**config.mk**
```make
export PLATFORM = sky130hd
export DESIGN_NAME = bus_arbiter_n_flat
export DESIGN_NICKNAME = d
export VERILOG_FILES = /design/src/rtl/bus_arbiter_n_if.sv /design/src/rtl/bus_arbiter_n.sv /design/src/flat_wrapper.sv
export SDC_FILE = /design/constraint.sdc
export NUM_CORES = 1
export LEC_CHECK = 0
export CAP_MARGIN = 20
export CORE_AREA = 4 4 157 159
export DETAILED_ROUTE_END_ITERATION = 16
export DIE_AREA = 0 0 161 163
export PLACE_DENSITY = 0.66
export SETUP_SLACK_MARGIN = 0.1
export SYNTH_ARGS = -nofsm -noshare
export SYNTH_HDL_FRONTEND = slang
export SYNTH_SLANG_ARGS = --single-unit
```
**constraint.sdc**
```tcl
create_clock -name i_clock -period 2.3 [get_ports i_clock]
set_input_delay 0.345 -clock i_clock [delete_from_list [all_inputs] [get_ports i_clock]]
set_output_delay 0.345 -clock i_clock [all_outputs]
set_load 0.03 [all_outputs]
```
**src/rtl/bus_arbiter_n_if.sv**
```systemverilog
// Bundle of shared-bus and per-port master signals for bus_arbiter_n.
// The master modport is the arbiter's view; slave is the environment's view.
interface bus_arbiter_n_if #(
    parameter int unsigned PORTS = 4
);
    logic                    o_bus_rw;
    logic                    o_bus_request;
    logic                    i_bus_ready;
    logic [31:0]             o_bus_address;
    logic [31:0]             i_bus_rdata;
    logic [31:0]             o_bus_wdata;
    logic [PORTS-1:0]        i_request;
    logic [PORTS-1:0]        i_rw;
    logic [32*PORTS-1:0]     i_address;
    logic [32*PORTS-1:0]     i_wdata;
    logic [PORTS-1:0]        o_ready;
    logic [31:0]             o_rdata;
    logic [PORTS-1:0]        o_busy;
    logic [PORTS-1:0]        o_error;

    modport master (
        output o_bus_rw, o_bus_request, o_bus_address, o_bus_wdata,
        input  i_bus_ready, i_bus_rdata,
        input  i_request, i_rw, i_address, i_wdata,
        output o_ready, o_rdata, o_busy, o_error
    );

    modport slave (
        input  o_bus_rw, o_bus_request, o_bus_address, o_bus_wdata,
        output i_bus_ready, i_bus_rdata,
        output i_request, i_rw, i_address, i_wdata,
        input  o_ready, o_rdata, o_busy, o_error
    );
endinterface

```
**src/rtl/bus_arbiter_n.sv**
```systemverilog
// N-port arbiter onto one shared bus, fixed-priority or round-robin, registered bus side.
// Optional transaction watchdog enabled by defining BUS_ARBITER_TIMEOUT_EN.
module bus_arbiter_n #(
    parameter int unsigned PORTS       = 4,
    parameter int unsigned ROUND_ROBIN = 1,
    parameter int unsigned TIMEOUT     = 1023
) (
    input  logic          i_clock,
    input  logic          i_reset,
    bus_arbiter_n_if.master bus
);
    localparam int unsigned GW = (PORTS > 1) ? $clog2(PORTS) : 1;

    typedef enum logic {IDLE, ACTIVE} state_t;

    state_t           state_q, state_d;
    logic [GW-1:0]    grant_q, grant_d;
    logic [GW-1:0]    rr_ptr_q, rr_ptr_d;
    logic             bus_rw_q, bus_rw_d;
    logic [31:0]      bus_address_q, bus_address_d;
    logic [31:0]      bus_wdata_q, bus_wdata_d;

    logic [PORTS-1:0][31:0] addr_arr;
    logic [PORTS-1:0][31:0] wdata_arr;
    logic [GW-1:0]    base_c;
    logic [GW-1:0]    winner_c;
    logic [GW-1:0]    grant_inc_c;
    logic             found_c;
    logic             timeout_c;
    logic             done_c;
    int unsigned      scan_idx;

    assign addr_arr  = bus.i_address;
    assign wdata_arr = bus.i_wdata;

`ifdef BUS_ARBITER_TIMEOUT_EN
    localparam int unsigned CW = $clog2(TIMEOUT + 1);
    logic [CW-1:0]    wd_cnt_q, wd_cnt_d;
    assign timeout_c = (state_q == ACTIVE) && !bus.i_bus_ready && (wd_cnt_q == CW'(TIMEOUT));
`else
    assign timeout_c = 1'b0;
`endif

    assign done_c      = (state_q == ACTIVE) && (bus.i_bus_ready || timeout_c);
    assign grant_inc_c = (grant_q == GW'(PORTS - 1)) ? '0 : grant_q + GW'(1);
    assign base_c      = (ROUND_ROBIN != 0) ? rr_ptr_q : '0;

    // Scan upward from the base index with wrap; first requester wins
    always_comb begin
        winner_c = '0;
        found_c  = 1'b0;
        scan_idx = 0;
        for (int unsigned off = 0; off < PORTS; off++) begin
            scan_idx = 32'(base_c) + off;
            if (scan_idx >= PORTS) scan_idx = scan_idx - PORTS;
            if (!found_c && bus.i_request[GW'(scan_idx)]) begin
                found_c  = 1'b1;
                winner_c = GW'(scan_idx);
            end
        end
    end

    always_comb begin
        state_d       = state_q;
        grant_d       = grant_q;
        rr_ptr_d      = rr_ptr_q;
        bus_rw_d      = bus_rw_q;
        bus_address_d = bus_address_q;
        bus_wdata_d   = bus_wdata_q;
`ifdef BUS_ARBITER_TIMEOUT_EN
        wd_cnt_d      = wd_cnt_q;
`endif
        case (state_q)
            IDLE: begin
                if (found_c) begin
                    state_d       = ACTIVE;
                    grant_d       = winner_c;
                    bus_rw_d      = bus.i_rw[winner_c];
                    bus_address_d = addr_arr[winner_c];
                    bus_wdata_d   = wdata_arr[winner_c];
`ifdef BUS_ARBITER_TIMEOUT_EN
                    wd_cnt_d      = '0;
`endif
                end
            end
            ACTIVE: begin
                if (done_c) begin
                    state_d = IDLE;
                    if (ROUND_ROBIN != 0) rr_ptr_d = grant_inc_c;
                end else begin
`ifdef BUS_ARBITER_TIMEOUT_EN
                    wd_cnt_d = wd_cnt_q + CW'(1);
`endif
                end
            end
            default: state_d = IDLE;
        endcase
    end

    always_ff @(posedge i_clock) begin
        if (i_reset) begin
            state_q       <= IDLE;
            grant_q       <= '0;
            rr_ptr_q      <= '0;
            bus_rw_q      <= 1'b0;
            bus_address_q <= '0;
            bus_wdata_q   <= '0;
`ifdef BUS_ARBITER_TIMEOUT_EN
            wd_cnt_q      <= '0;
`endif
        end else begin
            state_q       <= state_d;
            grant_q       <= grant_d;
            rr_ptr_q      <= rr_ptr_d;
            bus_rw_q      <= bus_rw_d;
            bus_address_q <= bus_address_d;
            bus_wdata_q   <= bus_wdata_d;
`ifdef BUS_ARBITER_TIMEOUT_EN
            wd_cnt_q      <= wd_cnt_d;
`endif
        end
    end

    assign bus.o_bus_rw      = bus_rw_q;
    assign bus.o_bus_request = (state_q == ACTIVE);
    assign bus.o_bus_address = bus_address_q;
    assign bus.o_bus_wdata   = bus_wdata_q;

    // Port-side strobes follow the target's ready with no added latency
    always_comb begin
        bus.o_busy  = '0;
        bus.o_ready = '0;
        bus.o_error = '0;
        bus.o_rdata = bus.i_bus_rdata;
        if (state_q == ACTIVE) bus.o_busy[grant_q] = 1'b1;
        if (done_c) bus.o_ready[grant_q] = bus.i_request[grant_q];
        if (timeout_c) begin
            bus.o_error[grant_q] = bus.i_request[grant_q];
            bus.o_rdata          = '0;
        end
    end
endmodule

```
**src/flat_wrapper.sv**
```systemverilog
// flat-port wrapper written by rule: the top's interface ports become plain ports
module bus_arbiter_n_flat 
#(
    parameter int unsigned PORTS       = 4,
    parameter int unsigned ROUND_ROBIN = 1,
    parameter int unsigned TIMEOUT     = 1023
)
  (i_clock, i_reset, bus_o_bus_rw, bus_o_bus_request, bus_o_bus_address, bus_o_bus_wdata, bus_i_bus_ready, bus_i_bus_rdata, bus_i_request, bus_i_rw, bus_i_address, bus_i_wdata, bus_o_ready, bus_o_rdata, bus_o_busy, bus_o_error);
  bus_arbiter_n_if #(.PORTS(PORTS)) bus_i ();
  input  logic i_clock;
  input  logic i_reset;
  output wire logic [$bits(bus_i.o_bus_rw)-1:0] bus_o_bus_rw;
  output wire logic [$bits(bus_i.o_bus_request)-1:0] bus_o_bus_request;
  output wire logic [$bits(bus_i.o_bus_address)-1:0] bus_o_bus_address;
  output wire logic [$bits(bus_i.o_bus_wdata)-1:0] bus_o_bus_wdata;
  input wire logic [$bits(bus_i.i_bus_ready)-1:0] bus_i_bus_ready;
  input wire logic [$bits(bus_i.i_bus_rdata)-1:0] bus_i_bus_rdata;
  input wire logic [$bits(bus_i.i_request)-1:0] bus_i_request;
  input wire logic [$bits(bus_i.i_rw)-1:0] bus_i_rw;
  input wire logic [$bits(bus_i.i_address)-1:0] bus_i_address;
  input wire logic [$bits(bus_i.i_wdata)-1:0] bus_i_wdata;
  output wire logic [$bits(bus_i.o_ready)-1:0] bus_o_ready;
  output wire logic [$bits(bus_i.o_rdata)-1:0] bus_o_rdata;
  output wire logic [$bits(bus_i.o_busy)-1:0] bus_o_busy;
  output wire logic [$bits(bus_i.o_error)-1:0] bus_o_error;
  assign bus_o_bus_rw = bus_i.o_bus_rw;
  assign bus_o_bus_request = bus_i.o_bus_request;
  assign bus_o_bus_address = bus_i.o_bus_address;
  assign bus_o_bus_wdata = bus_i.o_bus_wdata;
  assign bus_i.i_bus_ready = bus_i_bus_ready;
  assign bus_i.i_bus_rdata = bus_i_bus_rdata;
  assign bus_i.i_request = bus_i_request;
  assign bus_i.i_rw = bus_i_rw;
  assign bus_i.i_address = bus_i_address;
  assign bus_i.i_wdata = bus_i_wdata;
  assign bus_o_ready = bus_i.o_ready;
  assign bus_o_rdata = bus_i.o_rdata;
  assign bus_o_busy = bus_i.o_busy;
  assign bus_o_error = bus_i.o_error;
  bus_arbiter_n #(.PORTS(PORTS), .ROUND_ROBIN(ROUND_ROBIN), .TIMEOUT(TIMEOUT)) u_core (.i_clock(i_clock), .i_reset(i_reset), .bus(bus_i));
endmodule
```
==> results of run 1 <==
## critical path, cell delays in order
cell	delay [ps]
clkdlybuf4s50_1	490
buf_4	150
nand2_1	140
a311oi_4	420
buf_4	190
nor3_4	40
buf_12	160
a31oi_1	270
o211a_1	190
## report_power, final
group / internal, mW / switching [mW]
Combinational: 1.10 / 0.940
Sequential: 1.35 / 0.0730
Clock: 0.761 / 0.592
## Yosys cell counts (5+ instances only)
cell      count  area share, %
dfxtp_1      70             27
mux2i_1      59             11
nand4_1      38            4.6
o31ai_1      38            5.5
buf_4        37            5.4
nand2b_1     36            4.4
a31oi_1      34            4.1
o211a_1      34            6.6
clkbuf_1     31            2.3
nand3b_1     31            4.5
o221ai_1     31            5.3
mux2_2       28            6.1
buf_2        17            1.6
and2_1        8           0.97
buf_1         7           0.51
buf_6         7            1.5
mux2_1        6            1.3
a21oi_1       5           0.48
nand2_1       5           0.36
## state kept, by name, indices dropped and copies added (netlist names)
name and cells:
u_core.base_c 2, u_core.grant_q 2, u_core.bus.o_bus_request 1, u_core.bus.o_bus_wdata 32
u_core.bus.o_bus_rw 1, u_core.bus.o_bus_address 32
## cells by family (layout without fill, tap and decap cells)
logic type                 count (synthesis)  count (layout)  share of synthesized area (%)
and+or+nand+nor                          136             136                           17.0
AOI/OAI and AO/OA                        151             151                           23.6
DFF                                       70              70                           27.2
buffers and inverters                    104             424                           11.9
muxes                                     94              94                           19.3
adders and majority gates                  4               4                          0.970
other                                      1               4                         0.0727
## cell type report
cell class              count  area, sq um
inverters                   4         15.0
well taps                 319          399
repair buffers            404         4100
fillers                  2350        13900
clock inverters             5         35.0
clock buffers              11          243
multi-input cells         389         3220
flip-flops and latches     70         1400
## worst max-delay path by stage
stage                                                     endpoint                            from
after floorplan            u_core.bus.o_bus_wdata[16]$_SDFFE_PP0P_   u_core.base_c[1]$_SDFFE_PP0P_
after global placement                              bus_o_ready[0]                bus_i_request[2]
after detailed placement                            bus_o_ready[2]                bus_i_request[2]
after CTS                                            bus_o_busy[3]  u_core.grant_q[1]$_SDFFE_PP0P_
after global routing        u_core.bus.o_bus_wdata[5]$_SDFFE_PP0P_                bus_i_request[0]
final                     u_core.bus.o_bus_address[8]$_SDFFE_PP0P_                bus_i_request[0]
## stage by stage
stage / area (sq um) / cells
floorplan: 5170 / 563
global placement: 9050 / 1182
detailed placement: 9050 / 1182
CTS: 9310 / 1198
global route: 9410 / 1202
finish: 9410 / 1202
## routing by layer
metal  vias to the layer above  wire (um)
met4                         0        462
met1                      2760       9440
li1                       2769          -
met3                        38       1980
met2                       267      11600
met5                         -          0
## timing repair
action,in CTS,in global routing
pin swaps,0,1
buffers inserted,0,2
gates resized for setup,20,8
cloned,0,2
endpoints found under the setup margin,4,50
==> run summary, run 1 <==
Status: completed
Synth cell types: 44
Register area share after synthesis: 27.2%
Antenna violations before repair: 0
Asr flop ratio synth: 0%
Hold crit path type: in2reg
Vias in the first global route: 5,973
Antenna Nets Post-Route: 0
Top Usage Layer GRT: met2
Seq cells post-synth: 70
Initial Utilization: 22.2%
R2R setup slack: 270 ps
Pwr Total: 4.82 mW
Clock skew: 16.3 ps
Achievable Freq: 466 MHz
Vias per cell: 4.85
Routability Congestion: 0.814
Synth Flop Type: dfxtp_1
Max cap viols: 0
Post-DR wirelength/cell: 19.5 um
Final #Nets: 1,181
GRT met2 Usage: 28.8%
Hold path start: i_reset
Total wire length: 23,500 um
Max clock buf depth: 2
Die ar.: 26,200 sq um
1st-pass router iterations: 5
CP Class: in2reg
Yosys warnings: 0
CORE AREA: 23,300 sq um
Die span in x: 161 um
First-pass GRT wire length: 33,800 um
Hold-fix buffer count after cts: 0
H-tree levels: 3
Clock tree from TritonCTS: built
Dpl ws: -274 ps
Fin util: 40.4%
TNS Setup: 0 ps
Std cell rows: 56
WHS Endpoint: u_core.bus.o_bus_wdata[28]$_SDFFE_PP0P_
Met3 Use GR: 5.44%
Hold Path Stages: 2
Synth Instances: 560
PD cells: 512 nW/um^2
Endpoints failing setup: 0
Final hold vios: 0
CTS Root Cell: clkbuf_16
Worst skew pair latency: 350 ps
Endpoint class of the critical path: register
Tmin final: 2150 ps
Die height: 163 um
Largest net degree at the start of global routing: 39
CTS clock-pin slew for the worst setup and hold paths: 60 ps
Commonest non-fill, non-tap cell in the layout: clkdlybuf4s50_1
Slew Limit Fails: 0
Final Cycle Share: 93.4%
Avg Inst Size Synth: 9.22 sq um
# IOs: 409
Peak VDD IR: 263 uV
Post-route setup slack: 153 ps
DPL Wire Length: 17,500 um
R2r endpoint: u_core.bus.o_bus_address[13]$_SDFFE_PP0P_
CP arrival: 2430 ps
Netlist Area Pre-Place: 5160 sq um
# diodes: 0
Share of cells above drive strength 1: 14.6%
Met1 Usage GRT: 19.1%
Port Buffers: 340
RSZ-0062 raised after global routing: yes
Grt total ovfl: 0
TritonCTS Buffers: 9
Post-synth EDFFs: 0
Most frequent cells in the layout: 330 x clkdlybuf4s50_1, 70 x dfxtp_1, 59 x mux2i_1, 46 x buf_4
CP Data Required Time: 2590 ps
Clk sink count: 70
Worst r2r src: u_core.base_c[1]$_SDFFE_PP0P_
R2R depth: 8
Hold slack: 443 ps
DR vias: 5,834
Gr usage total: 16.5%
DRC: 0
Iter 0 DRT Violations: 346
Leakage: 3.81 nW
Synthesis-to-layout area growth: 82.3%
CP Max Fanout: 38
Startpoint Class: input pin
(Power assumes the default switching activity.)
==> run 2, diff against run 1 <==
--- a/config.mk
+++ b/config.mk
@@ -6,10 +6,10 @@
 export NUM_CORES = 1
 export LEC_CHECK = 0
 export CAP_MARGIN = 20
-export CORE_AREA = 4 4 157 159
+export CORE_AREA = 2 2 160 162
 export DETAILED_ROUTE_END_ITERATION = 16
-export DIE_AREA = 0 0 161 163
-export PLACE_DENSITY = 0.66
+export DIE_AREA = 0 0 162 164
+export PLACE_DENSITY = 0.63
 export SETUP_SLACK_MARGIN = 0.1
 export SYNTH_ARGS = -nofsm -noshare
 export SYNTH_HDL_FRONTEND = slang
==> run 2 against run 1 <==
Via count down 0.17%. Final area up 2.1%. Combinational power about the same. Sequential cell count unchanged. Clock power up 36%. Sequential share of layout area down 0.28 points. Total power up 10%. Sequential power about the same. Cell count up 2.1%. Die area up 1.2%.
==> run summary, run 2 (synthesized netlist as in run 1, its figures left out) <==
Final hold vios: 0
TNS Setup: 0 ps
Gr usage total: 16.3%
Clk sink count: 70
Hold slack: 501 ps
First-pass GRT wire length: 33,500 um
Clock skew: 9.28 ps
Share of cells above drive strength 1: 16.8%
Area after DPL: 9130 sq um
Max clock buf depth: 2
Levels on crit path: 9
Iter 0 DRT Violations: 311
Achievable Freq: 448 MHz
Total wire length: 22,900 um
Worst Setup EP: u_core.bus.o_bus_address[0]$_SDFFE_PP0P_
Largest net degree at the start of global routing: 39
Startpoint Class: input pin
Endpoints failing setup: 0
R2r endpoint: u_core.bus.o_bus_address[0]$_SDFFE_PP0P_
CP Max Fanout: 14
DRC: 0
Most frequent cells in the layout: 330 x clkdlybuf4s50_1, 68 x dfxtp_1, 61 x buf_4, 55 x mux2i_1
CP Class: in2reg
DP Cell Count: 1,207
Non-Filler Instances: 1,227
Worst r2r src: u_core.base_c[1]$_SDFFE_PP0P_
RSZ-0062 raised after global routing: yes
Worst-path cell chain: clkdlybuf4s50_1 -> buf_6 -> inv_2 -> o21a_2 -> nor3_4 -> buf_4 -> clkbuf_16 -> mux2_2 -> o211a_1
Clock tree from TritonCTS: built
Die span in x: 162 um
DPL Wire Length: 17,500 um
CTS Root Cell: clkbuf_16
Max cap viols: 0
1st-pass router iterations: 5
CORE AREA: 24,800 sq um
Std cell rows: 58
Vias per cell: 4.75
Post-DR wirelength/cell: 18.7 um
TritonCTS Buffers: 9
# diodes: 0
Synthesis-to-layout area growth: 86.1%
Tmin final: 2230 ps
Switching Fraction: 30.2%
Routability Congestion: 0.777
Commonest non-fill, non-tap cell in the layout: clkdlybuf4s50_1
Initial Utilization: 20.8%
Seq pwr share: 26.7%
H-tree levels: 3
DR vias: 5,824
R2R setup slack: 190 ps
Die height: 164 um
Final Cycle Share: 97.0%
Slew Limit Fails: 0
Hold crit path type: reg2reg
Endpoint class of the critical path: register
PD cells: 553 nW/um^2
R2R depth: 8
Port Buffers: 340
Critical Path Max Stage Delay: 510 ps
Vias in the first global route: 5,932
# IOs: 409
Slowest CP cell: clkdlybuf4s50_1
Pint: 3.71 mW
Grt total ovfl: 0
P_sw: 1.61 mW
Die ar.: 26,600 sq um
CTS clock-pin slew for the worst setup and hold paths: 60 ps
Peak VDD IR: 345 uV
Final instance area: 9610 sq um
Worst path bufs/invs: 5
Clock power frac: 34.4%
Leakage: 3.89 nW
Pwr Total: 5.32 mW
Status: completed
CP arrival: 2460 ps
Antenna Nets Post-Route: 0
Worst skew pair latency: 340 ps
Part of the power in combinational logic: 38.9%
CP startpoint: bus_i_request[3]
Top delay family on crit path: buffers and inverters
CP Data Required Time: 2520 ps
Antenna violations before repair: 0
Final #Nets: 1,195
[run 2: cell count changes in the layout (fill, tap and decap cells not counted), moves of 3 or more]
cell            before  now
buf_4               46   61
bufinv_16            0    4
mux2i_1             59   55
mux2i_2              0    4
buf_12              15   12
dlygate4sd2_1        0    3
dlymetal6s2s_1       5    2
[run 2: routing by layer]
metal	wire length [um]	global-route usage, %	up-vias
met5	0	0	-
met4	683	6.84	0
met3	1930	4.49	43
met2	11500	28.8	278
met1	8840	18.6	2717
li1	-	-	2786
[run 2: power by group through the flow]
stage               registers [mW]  logic [mW]  clock network [mW]
floorplan                     1.70       0.807                   0
global placement              1.44        2.02                   0
detailed placement            1.45        2.03                   0
CTS                           1.42        2.04                1.90
global route                  1.44        2.20                1.94
finish                        1.42        2.07                1.83
[run 2: how the worst min path moves through the flow]
stage / startpoint / end / slack [ps] / cells past startpoint
finish: u_core.bus.o_bus_wdata[5]$_SDFFE_PP0P_ / u_core.bus.o_bus_wdata[5]$_SDFFE_PP0P_ / 500 / 2
global route: u_core.bus.o_bus_address[28]$_SDFFE_PP0P_ / u_core.bus.o_bus_address[28]$_SDFFE_PP0P_ / 520 / 2
CTS: u_core.bus.o_bus_wdata[28]$_SDFFE_PP0P_ / u_core.bus.o_bus_wdata[28]$_SDFFE_PP0P_ / 510 / 2
detailed placement: u_core.bus.o_bus_wdata[30]$_SDFFE_PP0P_ / u_core.bus.o_bus_wdata[30]$_SDFFE_PP0P_ / 480 / 2
global placement: u_core.bus.o_bus_wdata[11]$_SDFFE_PP0P_ / u_core.bus.o_bus_wdata[11]$_SDFFE_PP0P_ / 480 / 2
floorplan: bus_i_bus_ready / u_core.bus.o_bus_request$_SDFF_PP0_ / 440 / 1
[run 2: what timing repair did]
| item | in CTS | in global routing |
|---|---|---|
| buffers inserted | 0 | 2 |
| resized for setup | 24 | 14 |
| gates cloned | 0 | 2 |
| pin swaps | 0 | 1 |
| endpoints found under the setup margin | 8 | 64 |
| hold buffers | 0 | 0 |
[run 2: layout make-up]
cell class | count | area [sq um]
Fill cell | 2489 | 15200
Timing Repair Buffer | 418 | 4160
Multi-Input combinational cell | 389 | 3230
Sequential cell | 70 | 1400
Tap cell | 330 | 413
Clock buffer | 11 | 253
Clock inverter | 5 | 129
Inverter | 4 | 15.0
[run 2: per-stage QoR]
| stage | utilization [%] | setup slack [ps] |
|---|---|---|
| finish | 38.7 | 68.5 |
| global route | 38.7 | 35.4 |
| CTS | 38.2 | 103 |
| detailed placement | 36.8 | -269 |
| global placement | 36.8 | -265 |
| floorplan | - | 454 |
[run 2: worst register-to-register path, cell delays in order (launching register included)]
cell and delay (ps):
dfxtp_2 420, mux2i_1 210, buf_4 140, nor2_4 40, nor3_4 260, buf_4 190
clkbuf_16 190, mux2_2 350, o211a_1 200
==> run 3, diff against run 2 <==
--- a/config.mk
+++ b/config.mk
@@ -5,6 +5,7 @@
 export SDC_FILE = /design/constraint.sdc
 export NUM_CORES = 1
 export LEC_CHECK = 0
+export ABC_CLOCK_PERIOD_IN_PS = 2300
 export CAP_MARGIN = 20
 export CORE_AREA = 2 2 160 162
 export DETAILED_ROUTE_END_ITERATION = 16
==> results of run 3 <==
Same layout as run 2: the final DEF is identical, and so are final timing and power.
